File: src/rtl/lc4_cla_pipe.sv
// Pipelined carry-lookahead adder/subtractor with a valid/ready handshake on both sides.
// The optional ovf/zero flag outputs are enabled by defining LC4_CLA_PIPE_FLAGS_EN.
module lc4_cla_pipe #(
  parameter int W      = 16,
  parameter int STAGES = 2
) (
  input  logic         clk,
  input  logic         rst,
  input  logic         in_valid,
  output logic         in_ready,
  input  logic [W-1:0] a,
  input  logic [W-1:0] b,
  input  logic         sub,
  input  logic         cin,
  output logic         out_valid,
  input  logic         out_ready,
  output logic [W-1:0] sum,
  output logic         cout
`ifdef LC4_CLA_PIPE_FLAGS_EN
  ,
  output logic         ovf,
  output logic         zero
`endif
);

  localparam int SW = W / STAGES;  // bits per stage
  localparam int NG = SW / 4;      // lookahead groups per stage
  localparam int L  = STAGES - 1;

  // Adds one stage slice; returns {carry out, sum}.
  // Groups use 4-bit lookahead internally, and group carries ripple via (G, P).
  function automatic logic [SW:0] slice_add(input logic [SW-1:0] x,
                                            input logic [SW-1:0] y,
                                            input logic          ci);
    logic [3:0]    g, p, c;
    logic          gg, gp, gc;
    logic [SW-1:0] s;
    // NOTE: combinational code (functions, always_comb) uses blocking '='
    // so each line sees the value computed on the line above.
    gc = ci;
    s  = '0;
    for (int j = 0; j < NG; j++) begin
      g    = x[4*j +: 4] & y[4*j +: 4];
      p    = x[4*j +: 4] | y[4*j +: 4];
      c[0] = gc;
      c[1] = g[0] | (p[0] & gc);
      c[2] = g[1] | (p[1] & g[0]) | (p[1] & p[0] & gc);
      c[3] = g[2] | (p[2] & g[1]) | (p[2] & p[1] & g[0]) | (p[2] & p[1] & p[0] & gc);
      gg   = g[3] | (p[3] & g[2]) | (p[3] & p[2] & g[1]) | (p[3] & p[2] & p[1] & g[0]);
      gp   = &p;
      s[4*j +: 4] = x[4*j +: 4] ^ y[4*j +: 4] ^ c;
      gc   = gg | (gp & gc);
    end
    return {gc, s};
  endfunction

  logic [W-1:0]      b_eff;
  logic              c0;
  logic [STAGES-1:0] vld;  // stage holds an operation
  logic [STAGES-1:0] acc;  // stage register may load this cycle

  assign b_eff = b ^ {W{sub}};
  assign c0    = cin ^ sub;

  // A stage can load when it is empty or its content moves on; this lets
  // bubbles collapse while the output is stalled.
  always_comb begin
    // NOTE: assign every always_comb output a default first so no path
    // leaves it unassigned and infers a latch.
    acc    = '0;
    acc[L] = !vld[L] | out_ready;
    for (int k = L - 1; k >= 0; k--) acc[k] = !vld[k] | acc[k+1];
  end

  assign in_ready = acc[0];

  for (genvar k = 0; k < STAGES; k++) begin : g_stage
    logic [SW-1:0]       x, y;
    logic                ci;
    logic                up_v;
    logic [SW:0]         r;
    logic [(k+1)*SW-1:0] nxt_sum;
    logic                vld_q;
    logic [(k+1)*SW-1:0] sum_q;    // low bits finished so far
    logic                carry_q;  // carry into the next slice (cout in the last stage)

    if (k == 0) begin : g_src
      assign x       = a[SW-1:0];
      assign y       = b_eff[SW-1:0];
      assign ci      = c0;
      assign up_v    = in_valid;
      assign r       = slice_add(x, y, ci);
      assign nxt_sum = r[SW-1:0];
    end else begin : g_src
      assign x       = g_stage[k-1].g_ops.opa_q[SW-1:0];
      assign y       = g_stage[k-1].g_ops.opb_q[SW-1:0];
      assign ci      = g_stage[k-1].carry_q;
      assign up_v    = vld[k-1];
      assign r       = slice_add(x, y, ci);
      assign nxt_sum = {r[SW-1:0], g_stage[k-1].sum_q};
    end

    assign vld[k] = vld_q;

    always_ff @(posedge clk) begin
      if (rst)         vld_q <= 1'b0;
      else if (acc[k]) vld_q <= up_v;
    end

    if (k < L) begin : g_ops
      localparam int REM = W - (k + 1) * SW;
      logic [REM-1:0] nxt_a, nxt_b;
      logic [REM-1:0] opa_q, opb_q;  // operand slices still to be added

      if (k == 0) begin : g_rem
        assign nxt_a = a[W-1:SW];
        assign nxt_b = b_eff[W-1:SW];
      end else begin : g_rem
        assign nxt_a = g_stage[k-1].g_ops.opa_q[REM+SW-1:SW];
        assign nxt_b = g_stage[k-1].g_ops.opb_q[REM+SW-1:SW];
      end

      // NOTE: intermediate data registers carry no reset; the cleared valid
      // bit is what discards them, and only the visible outputs are reset.
      always_ff @(posedge clk) begin
        if (acc[k] && up_v) begin
          sum_q   <= nxt_sum;
          carry_q <= r[SW];
          opa_q   <= nxt_a;
          opb_q   <= nxt_b;
        end
      end
    end else begin : g_last
      always_ff @(posedge clk) begin
        if (rst) begin
          sum_q   <= '0;
          carry_q <= 1'b0;
        end else if (acc[k] && up_v) begin
          sum_q   <= nxt_sum;
          carry_q <= r[SW];
        end
      end

`ifdef LC4_CLA_PIPE_FLAGS_EN
      // Carry into the MSB is recovered from the MSB sum and operand bits.
      always_ff @(posedge clk) begin
        if (rst) begin
          ovf  <= 1'b0;
          zero <= 1'b0;
        end else if (acc[k] && up_v) begin
          ovf  <= (x[SW-1] ^ y[SW-1] ^ r[SW-1]) ^ r[SW];
          zero <= (nxt_sum == '0);
        end
      end
`endif
    end
  end

  assign out_valid = vld[L];
  assign sum       = g_stage[L].sum_q;
  assign cout      = g_stage[L].carry_q;

endmodule

File: config.mk
export PLATFORM = sky130hd
export DESIGN_NAME = lc4_cla_pipe
export DESIGN_NICKNAME = d
export VERILOG_FILES = /design/src/rtl/lc4_cla_pipe.sv
export SDC_FILE = /design/constraint.sdc
export NUM_CORES = 1
export LEC_CHECK = 0
export CAP_MARGIN = 20
export CORE_UTILIZATION = 46
export DETAILED_ROUTE_END_ITERATION = 12
export PLACE_DENSITY_LB_ADDON = 0.05
export SETUP_SLACK_MARGIN = 0.05
export SYNTH_ARGS = -nofsm -noshare
export SYNTH_HDL_FRONTEND = slang
export SYNTH_SLANG_ARGS = --single-unit
File: constraint.sdc
create_clock -name clk -period 2.4 [get_ports clk]
set_clock_uncertainty 0.15 [all_clocks]
set_input_delay 0.24 -clock clk [delete_from_list [all_inputs] [get_ports clk]]
set_output_delay 0.24 -clock clk [all_outputs]
set_load 0.05 [all_outputs]
==> Flow_metrics.wiki <==
{| class="wikitable"
! Metric !! Value
|-
| Synth-to-Final Area Change || 30.96%
|-
| Total leakage power || 1.507 nW
|-
| Category of the worst setup path capture point || register
|-
| Number of flops mapped to enable cells by yosys || 25
|-
| Highest net fanout along the worst path || 3
|-
| Hold-critical path depth || 2
|-
| DIE WIDTH || 77.69 um
|-
| Starting utilization of the core area || 47.85%
|-
| Type of the worst setup path || input pin to register
|-
| Synth Warn # || 0
|-
| Fraction of the yosys area taken by sequential cells || 42.92%
|-
| Cells traversed along the worst timing path || clkdlybuf4s50_1 > xnor2_1 > inv_1 > ha_1 > nand2b_1 > a21boi_2 > o31ai_4 > a21oi_1 > fa_1 > inv_1
|-
| Count of max-cap constraint violations || 0
|-
| Main synth FF type || sky130_fd_sc_hd__edfxtp_1
|-
| Number of DRC markers in iteration 0 || 45
|-
| Initial antenna violation count || 0
|-
| Number of endpoints with negative hold slack in the final report || 0
|-
| Detailed-router iteration count before antenna repair || 4
|-
| Synthesized netlist net count || 332
|-
| Clock network latency to the later pin of the worst-skew pair || 0.29 ns
|-
| Post-synthesis cell count || 259
|-
| Clock transition at path regs || 0.07 ns
|-
| Setup tns final || 0 ns
|-
| Total count of max-transition violations in the final report || 0
|-
| Num CTS Buffers || 5
|-
| Highest-count cells in the layout ignoring fill and taps || sky130_fd_sc_hd__clkdlybuf4s50_1 (54), sky130_fd_sc_hd__inv_1 (43), sky130_fd_sc_hd__ha_1 (31)
|-
| Total area of multi-input combinational cells || 1304 sq um
|-
| Core utilization of the finished layout || 62.67%
|-
| Cell repeated most along the worst path || sky130_fd_sc_hd__inv_1
|-
| TritonCTS clock tree || done
|-
| Total instance count after detailed placement || 393
|-
| Clock Path Buffers || 2
|-
| Worst voltage drop across the vdd grid || 0.2834 mV
|-
| Slowest cell delay on critical path || 0.43 ns
|-
| Worst Hold Class || register to register
|-
| Status || finished clean
|-
| Number of gates on the worst path with buffers counted || 10
|-
| Crit path buf inv count || 3
|-
| Die Y || 77.69 um
|-
| Data arrival time of the worst path || 2.27 ns
|-
| R2R cell count || 9
|-
| Number of global-route vias before repair || 1782
|-
| Number of buffers inserted by hold repair at cts || 0
|-
| Vias per Instance || 4.741
|-
| Final total power || 1.975 mW
|-
| Worst Hold Margin || 0.3056 ns
|-
| Synthesized flop and latch total || 44
|-
| Final setup viols || 0
|-
| Final GP Congestion || 0.7744
|-
| Area taken by flip-flops and latches || 1131 sq um
|-
| Die area || 6035 sq um
|-
| Placeable core region || 5507 sq um
|-
| Pwr per Cell Area || 572.3 nW/um^2
|-
| Achievable frequency || 442.5 MHz
|-
| Unrepaired setup endpoints after global routing || no
|-
| Transition time of the tightest slew-check pin || 0.5005 ns
|-
| Average footprint of a synthesized cell || 10.17 sq um
|-
| # port buffers || 56
|-
| Clock period minus final worst setup slack || 2.260 ns
|-
| Wire length after detailed routing || 4.666 mm
|-
| Endpoint required time on the critical path || 2.41 ns
|-
| Rows || 27
|-
| Library cells used by synthesis || 42
|-
| Final antenna-violating net count || 0
|-
| Number of H-tree branching levels || 2
|-
| Master cell of the clock root buffer || sky130_fd_sc_hd__clkbuf_8
|-
| Placed wire-length estimate after detailed placement || 3.733 mm
|-
| Combined area of all synthesized cells || 2635 sq um
|-
| Final Net Count || 401
|-
| Library cell contributing the largest single delay on the critical path || sky130_fd_sc_hd__fa_1
|-
| Global-route wire length before repair || 7.907 mm
|-
| Remaining global-route overflow || 0
|-
| Number of antenna repair diodes || 0
|-
| Fill cell count || 489
|-
| Post-CTS repair timing setup buffer count || 0
|-
| Sink count of the clock tree || 44
|-
| CP Launch Type || input pin
|-
| Gate family responsible for the most delay along the worst path || adder cells
|-
| Final cell count without fillers || 401
|-
| Max-slew headroom at the worst pin || 66.53%
|-
| GRT Resource Usage Total || 16.59%
|-
| Number of placed I/O pins || 57
|-
| Most common cell after layout, fill and taps aside || sky130_fd_sc_hd__clkdlybuf4s50_1
|-
| Fraction of final layout cells with drive strength greater than 1 || 9.119%
|-
| Vias after detailed routing || 1901
|-
| Mean routed wirelength per cell || 11.64 um
|-
| Largest net degree at the start of global routing || 26
|-
| Share of synthesized flip-flops with an asynchronous set or reset || 0%
|-
| Drt drc || 0
|-
| Period Utilization, post-route || 94.16%
|}
==> kinds of logic after synthesis <==
group                    share of synthesized area, %
AO/OA/AOI/OAI                                   13.01
flip-flops                                      42.92
XOR/XNOR                                        8.642
adder cells (fa/ha/maj)                         17.76
buffers and inverters                           7.597
AND/OR/NAND/NOR                                 10.07
==> tightest hold or removal path: stages, from the launching register on <==
cell                      delay, ns
sky130_fd_sc_hd__dfxtp_1       0.31
sky130_fd_sc_hd__nand2_1       0.05
sky130_fd_sc_hd__a21oi_1       0.05
==> sequential cells by signal, indices dropped and copies added, names as in the netlist <==
name,flops
cout,1
g_stage.vld_q,1
g_stage.carry_q,1
g_stage.sum_q,8
out_valid,1
g_stage.g_ops.opa_q,8
g_stage.g_ops.opb_q,8
sum,16
==> Yosys cell counts, types with 6 or more instances <==
library cell | number | area [sq um]
sky130_fd_sc_hd__inv_1 | 43 | 161.4
sky130_fd_sc_hd__ha_1 | 31 | 387.9
sky130_fd_sc_hd__edfxtp_1 | 25 | 750.7
sky130_fd_sc_hd__nand2_1 | 24 | 90.09
sky130_fd_sc_hd__dfxtp_1 | 19 | 380.4
sky130_fd_sc_hd__xor2_1 | 19 | 166.4
sky130_fd_sc_hd__a21oi_1 | 18 | 90.09
sky130_fd_sc_hd__nor2_1 | 9 | 33.78
sky130_fd_sc_hd__xnor2_1 | 7 | 61.31
sky130_fd_sc_hd__o21ai_0 | 6 | 30.03
==> final timing paths <==
kind	start	endpoint	slack, ns
hold reg to reg	sum[6]	sum[6]	0.31
setup reg to reg	g_stage[0].g_ops.opa_q[0]	sum[13]	0.24
hold / removal	sum[6]	sum[6]	0.31
setup / recovery	b[0]	g_stage[0].sum_q[4]	0.14
==> stage by stage <==
stage,setup WS (ns),area (sq um)
after global routing,0.05272,3451
after detailed placement,-0.3055,3349
after global placement,-0.2571,3349
after floorplan,0.06135,2635
final,0.1401,3451
after CTS,0.1316,3451
==> report_power, final <==
part	internal [mW]	switching [mW]
Sequential	0.886	0.0326
Combinational	0.253	0.291
Clock	0.267	0.244
==> final cells by class <==
type,instances,share of cell area (%)
inverter,43,4.677
clock buffer,7,2.828
clock inverter,1,0.1450
multi-input combinational,164,37.78
timing repair buffer,70,19.18
tap,72,2.611
sequential,44,32.78
==> routing by layer <==
layer  part of all wire, %  vias up  global-route usage, %
met4                   1.1        0                  4.528
met3                   4.1        6                  3.529
met5                     0        -                      0
met2                    47       42                  27.26
met1                    48      866                  22.01
li1                      -      987                      -
==> timing repair <==
item / 4_1_cts / 5_1_grt
setup endpoints to repair: 4 / 0
gates resized for setup: 1 / 0
endpoints found under the hold margin: 0 / 0
(Power assumes the default switching activity.)
